`src/rtl/al422_frame_writer_if.sv`:
```
// ---------------------------------------------------------------------------
// al422_frame_writer_if
//
// Pixel stream between the frame source and the AL422 frame writer.
//   pix_data  : RGB555 word {1'b0, B[4:0], G[4:0], R[4:0]}
//   pix_valid : pix_data holds a pixel
//   pix_ready : writer accepts the pixel on cycles with pix_valid & pix_ready
//
// Modports:
//   master : pixel source (drives pix_data / pix_valid)
//   slave  : frame writer (drives pix_ready)
// ---------------------------------------------------------------------------
interface al422_frame_writer_if;
    logic [15:0] pix_data;
    logic        pix_valid;
    logic        pix_ready;

    modport master (
        output pix_data,
        output pix_valid,
        input  pix_ready
    );

    modport slave (
        input  pix_data,
        input  pix_valid,
        output pix_ready
    );
endinterface

```
`src/rtl/al422_frame_writer.sv`:
```
// ---------------------------------------------------------------------------
// al422_frame_writer
//
// Writes one frame of RGB555 pixels into an AL422 field FIFO, two bytes per
// pixel, low byte first. Each frame starts with a write-pointer reset (WRST,
// with WCK toggling so the AL422 actually sees the reset) and ends with a
// one-cycle frame_done strobe. WCK, /WE and /WRST are all generated from
// in_clk and every output comes straight from a register.
//
// Parameters:
//   FRAME_PIXELS : pixels per frame, 1..65535
//   WRST_CYCLES  : in_clk cycles that fifo_wrst_n is held low, >= 2
//
// Ports:
//   in_clk       : system clock, rising edge
//   in_rst       : synchronous active-high reset
//   frame_start  : one-cycle frame request, honoured only when idle
//   pix          : pixel stream (slave side: pix_data, pix_valid, pix_ready)
//   fifo_data    : AL422 DI[7:0]
//   fifo_wck     : AL422 WCK
//   fifo_we_n    : AL422 /WE
//   fifo_wrst_n  : AL422 /WRST
//   busy         : accepted frame_start .. frame_done
//   frame_done   : one-cycle strobe after the last byte's WCK rising edge
//   underrun     : sticky "a pixel was padded" flag for the current frame
//
// Build option:
//   AL422_WRITER_PAD_EN : when defined, a missing pixel after the first one
//   is replaced by 0x0000 so the frame length in cycles never changes, and
//   underrun is raised. When undefined the writer simply stalls and underrun
//   stays 0.
//
// Byte slot timing (WRITE state): ph=0 presents the byte with WCK low and
// /WE low, ph=1 raises WCK and the AL422 latches on that edge. A pixel is two
// slots; the next pixel is taken in the last cycle of the high-byte slot so
// a continuous stream costs exactly 4 cycles per pixel.
// ---------------------------------------------------------------------------
module al422_frame_writer #(
    parameter int FRAME_PIXELS = 2048,
    parameter int WRST_CYCLES  = 4
) (
    input  logic                  in_clk,
    input  logic                  in_rst,
    input  logic                  frame_start,
    al422_frame_writer_if.slave   pix,
    output logic [7:0]            fifo_data,
    output logic                  fifo_wck,
    output logic                  fifo_we_n,
    output logic                  fifo_wrst_n,
    output logic                  busy,
    output logic                  frame_done,
    output logic                  underrun
);

    // -----------------------------------------------------------------------
    // State encoding
    // -----------------------------------------------------------------------
    localparam logic [2:0] ST_IDLE  = 3'd0;
    localparam logic [2:0] ST_WRST  = 3'd1;
    localparam logic [2:0] ST_FETCH = 3'd2;
    localparam logic [2:0] ST_WRITE = 3'd3;
    localparam logic [2:0] ST_DONE  = 3'd4;

    localparam logic [15:0] PIX_LOAD  = 16'(FRAME_PIXELS);
    localparam logic [15:0] WRST_LOAD = 16'(WRST_CYCLES - 1);

    // -----------------------------------------------------------------------
    // Registers and their next values
    // -----------------------------------------------------------------------
    logic [2:0]  state_reg,     state_next;
    logic [15:0] pix_left_reg,  pix_left_next;
    logic [15:0] wrst_cnt_reg,  wrst_cnt_next;
    logic [15:0] pix_reg,       pix_next;
    logic        byte_sel_reg,  byte_sel_next;
    logic        ph_reg,        ph_next;

    logic [7:0]  data_reg,      data_next;
    logic        wck_reg,       wck_next;
    logic        we_n_reg,      we_n_next;
    logic        wrst_n_reg,    wrst_n_next;
    logic        busy_reg,      busy_next;
    logic        done_reg,      done_next;
    logic        underrun_reg,  underrun_next;
    logic        ready_reg,     ready_next;

    // Word to start writing this cycle (real pixel or pad word)
    logic        load_en;
    logic [15:0] load_word;
    logic        handshake;

    assign handshake = pix.pix_valid & ready_reg;

    // -----------------------------------------------------------------------
    // Next-state logic
    // -----------------------------------------------------------------------
    always_comb begin
        state_next    = state_reg;
        pix_left_next = pix_left_reg;
        wrst_cnt_next = wrst_cnt_reg;
        pix_next      = pix_reg;
        byte_sel_next = byte_sel_reg;
        ph_next       = ph_reg;
        data_next     = data_reg;
        wck_next      = wck_reg;
        we_n_next     = we_n_reg;
        wrst_n_next   = wrst_n_reg;
        busy_next     = busy_reg;
        done_next     = 1'b0;
        underrun_next = underrun_reg;
        ready_next    = ready_reg;
        load_en       = 1'b0;
        load_word     = 16'h0000;

        case (state_reg)
            ST_IDLE: begin
                if (frame_start) begin
                    state_next    = ST_WRST;
                    pix_left_next = PIX_LOAD;
                    wrst_cnt_next = WRST_LOAD;
                    underrun_next = 1'b0;
                    busy_next     = 1'b1;
                    wrst_n_next   = 1'b0;
                    wck_next      = 1'b0;
                    we_n_next     = 1'b1;
                    ready_next    = 1'b0;
                end
            end

            ST_WRST: begin
                // The AL422 only samples /WRST on WCK edges, so keep WCK
                // running for the whole reset window.
                wck_next = ~wck_reg;
                if (wrst_cnt_reg == 16'd0) begin
                    state_next  = ST_FETCH;
                    wrst_n_next = 1'b1;
                    wck_next    = 1'b0;
                    we_n_next   = 1'b1;
                    ready_next  = 1'b1;
                end else begin
                    wrst_cnt_next = wrst_cnt_reg - 16'd1;
                end
            end

            ST_FETCH: begin
                wck_next  = 1'b0;
                we_n_next = 1'b1;
                if (handshake) begin
                    load_en   = 1'b1;
                    load_word = pix.pix_data;
                end
`ifdef AL422_WRITER_PAD_EN
                // Only the first pixel of a frame may wait; any later gap
                // is filled so the frame keeps its nominal length.
                else if (pix_left_reg != PIX_LOAD) begin
                    load_en       = 1'b1;
                    underrun_next = 1'b1;
                end
`endif
            end

            ST_WRITE: begin
                if (!ph_reg) begin
                    // Second half of the slot: rising WCK edge.
                    wck_next = 1'b1;
                    ph_next  = 1'b1;
                    // Open the pixel port for the last cycle of the high
                    // byte so the next word follows without a gap.
                    if (byte_sel_reg) begin
                        ready_next = (pix_left_reg != 16'd0);
                    end
                end else if (!byte_sel_reg) begin
                    // Low byte latched; present the high byte.
                    data_next     = pix_reg[15:8];
                    wck_next      = 1'b0;
                    ph_next       = 1'b0;
                    byte_sel_next = 1'b1;
                end else begin
                    // End of the high-byte slot.
                    wck_next   = 1'b0;
                    ready_next = 1'b0;
                    if (pix_left_reg == 16'd0) begin
                        state_next = ST_DONE;
                        we_n_next  = 1'b1;
                        done_next  = 1'b1;
                        busy_next  = 1'b0;
                    end else if (handshake) begin
                        load_en   = 1'b1;
                        load_word = pix.pix_data;
                    end
`ifdef AL422_WRITER_PAD_EN
                    else begin
                        load_en       = 1'b1;
                        underrun_next = 1'b1;
                    end
`else
                    else begin
                        state_next = ST_FETCH;
                        we_n_next  = 1'b1;
                        ready_next = 1'b1;
                    end
`endif
                end
            end

            ST_DONE: begin
                state_next = ST_IDLE;
                we_n_next  = 1'b1;
            end

            default: begin
                state_next = ST_IDLE;
            end
        endcase

        // Common pixel-load action: start the low-byte slot of load_word.
        if (load_en) begin
            state_next    = ST_WRITE;
            pix_next      = load_word;
            pix_left_next = (pix_left_reg != 16'd0) ? (pix_left_reg - 16'd1) : 16'd0;
            byte_sel_next = 1'b0;
            ph_next       = 1'b0;
            data_next     = load_word[7:0];
            wck_next      = 1'b0;
            we_n_next     = 1'b0;
            ready_next    = 1'b0;
        end
    end

    // -----------------------------------------------------------------------
    // State registers
    // -----------------------------------------------------------------------
    always_ff @(posedge in_clk) begin
        if (in_rst) begin
            state_reg    <= ST_IDLE;
            pix_left_reg <= 16'd0;
            wrst_cnt_reg <= 16'd0;
            pix_reg      <= 16'h0000;
            byte_sel_reg <= 1'b0;
            ph_reg       <= 1'b0;
            data_reg     <= 8'h00;
            wck_reg      <= 1'b0;
            we_n_reg     <= 1'b1;
            wrst_n_reg   <= 1'b1;
            busy_reg     <= 1'b0;
            done_reg     <= 1'b0;
            underrun_reg <= 1'b0;
            ready_reg    <= 1'b0;
        end else begin
            state_reg    <= state_next;
            pix_left_reg <= pix_left_next;
            wrst_cnt_reg <= wrst_cnt_next;
            pix_reg      <= pix_next;
            byte_sel_reg <= byte_sel_next;
            ph_reg       <= ph_next;
            data_reg     <= data_next;
            wck_reg      <= wck_next;
            we_n_reg     <= we_n_next;
            wrst_n_reg   <= wrst_n_next;
            busy_reg     <= busy_next;
            done_reg     <= done_next;
            underrun_reg <= underrun_next;
            ready_reg    <= ready_next;
        end
    end

    // -----------------------------------------------------------------------
    // Outputs
    // -----------------------------------------------------------------------
    assign fifo_data     = data_reg;
    assign fifo_wck      = wck_reg;
    assign fifo_we_n     = we_n_reg;
    assign fifo_wrst_n   = wrst_n_reg;
    assign busy          = busy_reg;
    assign frame_done    = done_reg;
    assign underrun      = underrun_reg;
    assign pix.pix_ready = ready_reg;

endmodule

```
`src/flat_wrapper.sv`:
```
// flat-port wrapper written by rule: the top's interface ports become plain ports
module al422_frame_writer_flat 
#(
    parameter int FRAME_PIXELS = 2048,
    parameter int WRST_CYCLES  = 4
)
  (in_clk, in_rst, frame_start, fifo_data, fifo_wck, fifo_we_n, fifo_wrst_n, busy, frame_done, underrun, pix_pix_data, pix_pix_valid, pix_pix_ready);
  al422_frame_writer_if pix_i ();
  input  logic in_clk;
  input  logic in_rst;
  input  logic frame_start;
  output logic [7:0] fifo_data;
  output logic fifo_wck;
  output logic fifo_we_n;
  output logic fifo_wrst_n;
  output logic busy;
  output logic frame_done;
  output logic underrun;
  input wire logic [$bits(pix_i.pix_data)-1:0] pix_pix_data;
  input wire logic [$bits(pix_i.pix_valid)-1:0] pix_pix_valid;
  output wire logic [$bits(pix_i.pix_ready)-1:0] pix_pix_ready;
  assign pix_i.pix_data = pix_pix_data;
  assign pix_i.pix_valid = pix_pix_valid;
  assign pix_pix_ready = pix_i.pix_ready;
  al422_frame_writer #(.FRAME_PIXELS(FRAME_PIXELS), .WRST_CYCLES(WRST_CYCLES)) u_core (.in_clk(in_clk), .in_rst(in_rst), .frame_start(frame_start), .pix(pix_i), .fifo_data(fifo_data), .fifo_wck(fifo_wck), .fifo_we_n(fifo_we_n), .fifo_wrst_n(fifo_wrst_n), .busy(busy), .frame_done(frame_done), .underrun(underrun));
endmodule
```
`config.mk`:
```
export PLATFORM = sky130hd
export DESIGN_NAME = al422_frame_writer_flat
export DESIGN_NICKNAME = d
export VERILOG_FILES = /design/src/rtl/al422_frame_writer_if.sv /design/src/rtl/al422_frame_writer.sv /design/src/flat_wrapper.sv
export SDC_FILE = /design/constraint.sdc
export NUM_CORES = 1
export LEC_CHECK = 0
export ABC_CLOCK_PERIOD_IN_PS = 6700
export BUFFER_PORTS_ARGS = -buffer_cell sky130_fd_sc_hd__clkbuf_2
export CORE_ASPECT_RATIO = 2
export CORE_UTILIZATION = 62
export DETAILED_ROUTE_END_ITERATION = 12
export PLACE_DENSITY = 0.84
export SYNTH_ARGS = -nofsm -noshare
export SYNTH_HDL_FRONTEND = slang
export SYNTH_SLANG_ARGS = --single-unit
```
`constraint.sdc`:
```
create_clock -name in_clk -period 6.7 [get_ports in_clk]
set_clock_uncertainty 0.2 [all_clocks]
set_input_delay 1.34 -clock in_clk [delete_from_list [all_inputs] [get_ports in_clk]]
set_output_delay 1.34 -clock in_clk [all_outputs]
set_load 0.05 [all_outputs]
```
==> run metrics <==
Post-synth EDFFs 0; Syn Inst Count 343; commonest non-fill, non-tap cell in the layout dfxtp_1; Nets just under 400; largest net degree at the start of global routing 36; Synth Area in Compound Gates between 20% and 30%; status finished clean; #FFs+latches synth about 60; Synth top area share roughly 41%; Vias/cell ~6.3; fraction of layout cells with a size suffix above 1 between 10% and 20%; Synth Area in Simple Gates 26.3%; gr busiest metal met2; die area 0.00490 sq mm; Async SR Flop Fraction 0%; number of CTS-inserted buffers 9; max frequency about 0.31 GHz; row count 34; met1 Use GR between 20% and 30%; largest family of logic cells by synthesized area simple AND/OR/NAND/NOR gates; Ys Warns 0; Synth area leader dfxtp_1; Resized Gates After CTS 0; hpwl dp about 5.1 mm; Crit path arrival time 3.27 ns; DIE HEIGHT just under 100 um; Post-CTS Setup Inserts 0; Synth Area per Inst 8.34 sq um; P&R area growth vs syn 12.3%; Setup TNS 0 ns; Least-Margin Pin Slew 0.899 ns; syn nets approximately 370; gr ovfl total 0; highest net fanout along the worst path 23; DRC errors left 0; multi-input logic area between 0.0015 and 0.002 sq mm; number of global-route vias before repair 2578; port bufs 33; pwr dens ~430 mW/mm^2; most frequent cells in the layout 59 x dfxtp_1, 40 x nand2_1, 33 x clkbuf_2, 32 x a21oi_1, 26 x nor2_1; Main synth FF type dfxtp_1; min-delay worst type reg -> reg; total number of vias ~2700; # clock sinks approximately 60; Post-CTS Hold Buffers 0; Pleak approximately 0.0013 uW; initial antenna violation count 0; effective utilization at floorplan between 60% and 70%; top post-synthesis cells by area dfxtp_1 41%, a21oi_1 5.6%, nand2_1 5.3%; Clock transition at path regs approximately 0.07 ns; Crit path required time around 6.7 ns; DR pass1 iterations 4; initial DRC count between 50 and 60; number of library cell types mapped by synthesis 56; total track usage about 30%; I/O Pins 35; Final Cell Area between 0.003 and 0.004 sq mm; Clock Latency Late Sink approximately 0.34 ns; root buffer cell clkbuf_8; fin. max-slew vios 0; n_diodes 0; M3 GR Usage 6.85%; final cycle utilization of the critical path 48.3%; maxcap violations 0; Die X between 50 and 60 um; CP Capture Type register; # setup viols final 0; Placer Congestion 0.861; min Tclk post-route approximately 3.2 ns; final WL 6.99 mm; Filler cells 375; Slew HR roughly two fifths; Critical Path Start Type input pin; clock tree buffer depth 2; Peak VDD IR just over 0.3 mV; DP Area 0.00298 sq mm; sequential standard cell area 0.00118 sq mm; post-synthesis mux area share around 1.1%; DR WL/cell roughly 17 um; Adder-Cell Fraction of Synth Area less than 1%; H-tree levels 3; CTS tree built; Setup CP Type in -> reg; Hold Fails Final Rpt 0; Synth Area in XOR/XNOR less than 1%; reg2reg setup slack between 3 and 4 ns; Cell Area, Synth ~0.0029 sq mm; RSZ-0062 raised after global routing no; Core Box Area 0.00438 sq mm; sequential area share after synthesis about two fifths; M2 GR Usage roughly 56%; DRT antenna net count 0; first-pass GRT wire length roughly 11 mm
==> cell usage after synthesis, types with 3 or more instances <==
| cell type | n |
|---|---|
| nor2b_1 | 3 |
| a22oi_1 | 6 |
| a21oi_2 | 6 |
| a21o_1 | 5 |
| nand3_1 | 7 |
| nor3_1 | 15 |
| nor4_1 | 6 |
| a21oi_1 | 32 |
| and2_1 | 3 |
| nand2_1 | 40 |
| nor2_1 | 26 |
| or4_1 | 8 |
| a31oi_1 | 7 |
| inv_1 | 6 |
| mux2i_1 | 3 |
| o21ai_0 | 14 |
| a211oi_1 | 5 |
| or3_1 | 10 |
| nor3b_1 | 3 |
| dfxtp_1 | 59 |
| a311oi_1 | 3 |
| o41ai_1 | 3 |
| o31ai_1 | 5 |
| nand4_1 | 3 |
| o22ai_1 | 3 |
| clkbuf_1 | 18 |
==> power breakdown <==
group	total (uW)	leakage [uW]	switching (uW)	internal [uW]
Clock	365	0.000113	136	229
Combinational	528	0.000673	324	204
Sequential	505	0.000478	89.4	415
==> routing by layer <==
layer	vias up	share of wire, %
met1	1258	35
met4	0	3.9
met2	62	57
li1	1308	-
met5	-	0
met3	24	3.5
==> through the flow <==
stage	hold slack (ns)	utilization (%)	cells	total power (uW)	setup slack [ns]
final	0.259	73.3	423	1400	3.47
after global routing	0.288	73.3	423	1480	3.33
after CTS	0.260	73.3	423	1400	3.53
after detailed placement	0.250	68.1	407	1030	3.16
after global placement	0.241	68.1	407	1010	3.21
after floorplan	0.236	-	343	920	3.68
==> area by class of cell <==
| cell class | instances | area share (%) |
|---|---|---|
| Tap cell | 54 | 2.10 |
| Clock buffer | 12 | 4.83 |
| Timing Repair Buffer | 33 | 5.14 |
| Multi-Input combinational cell | 255 | 48.2 |
| Clock inverter | 4 | 2.26 |
| Sequential cell | 59 | 36.8 |
| Inverter | 6 | 0.701 |
==> path summary, 6_finish.rpt <==
kind | end | start | cells past startpoint
setup reg to reg | u_core.pix_left_reg[10] | u_core.pix_left_reg[0] | 7
hold reg to reg | u_core.fifo_data[7] | u_core.fifo_data[7] | 2
hold / removal | u_core.fifo_data[7] | u_core.fifo_data[7] | 2
setup / recovery | u_core.pix_left_reg[10] | pix_pix_valid | 6
==> critical path, cell delays in order <==
cell and delay [ns]:
clkbuf_2 0.11, nand4b_1 0.21, nor2_1 0.43, a21o_1 0.66
nor2_1 0.23, a22o_1 0.28
==> logic make-up after synthesis <==
group | count (synthesis)
AND/OR/NAND/NOR | 141
AO/OA/AOI/OAI | 105
multiplexers | 3
other | 1
flip-flops | 59
adder cells (fa/ha/maj) | 2
buffers and inverters | 29
XOR/XNOR | 3
Power figures use the tool's default switching activity.
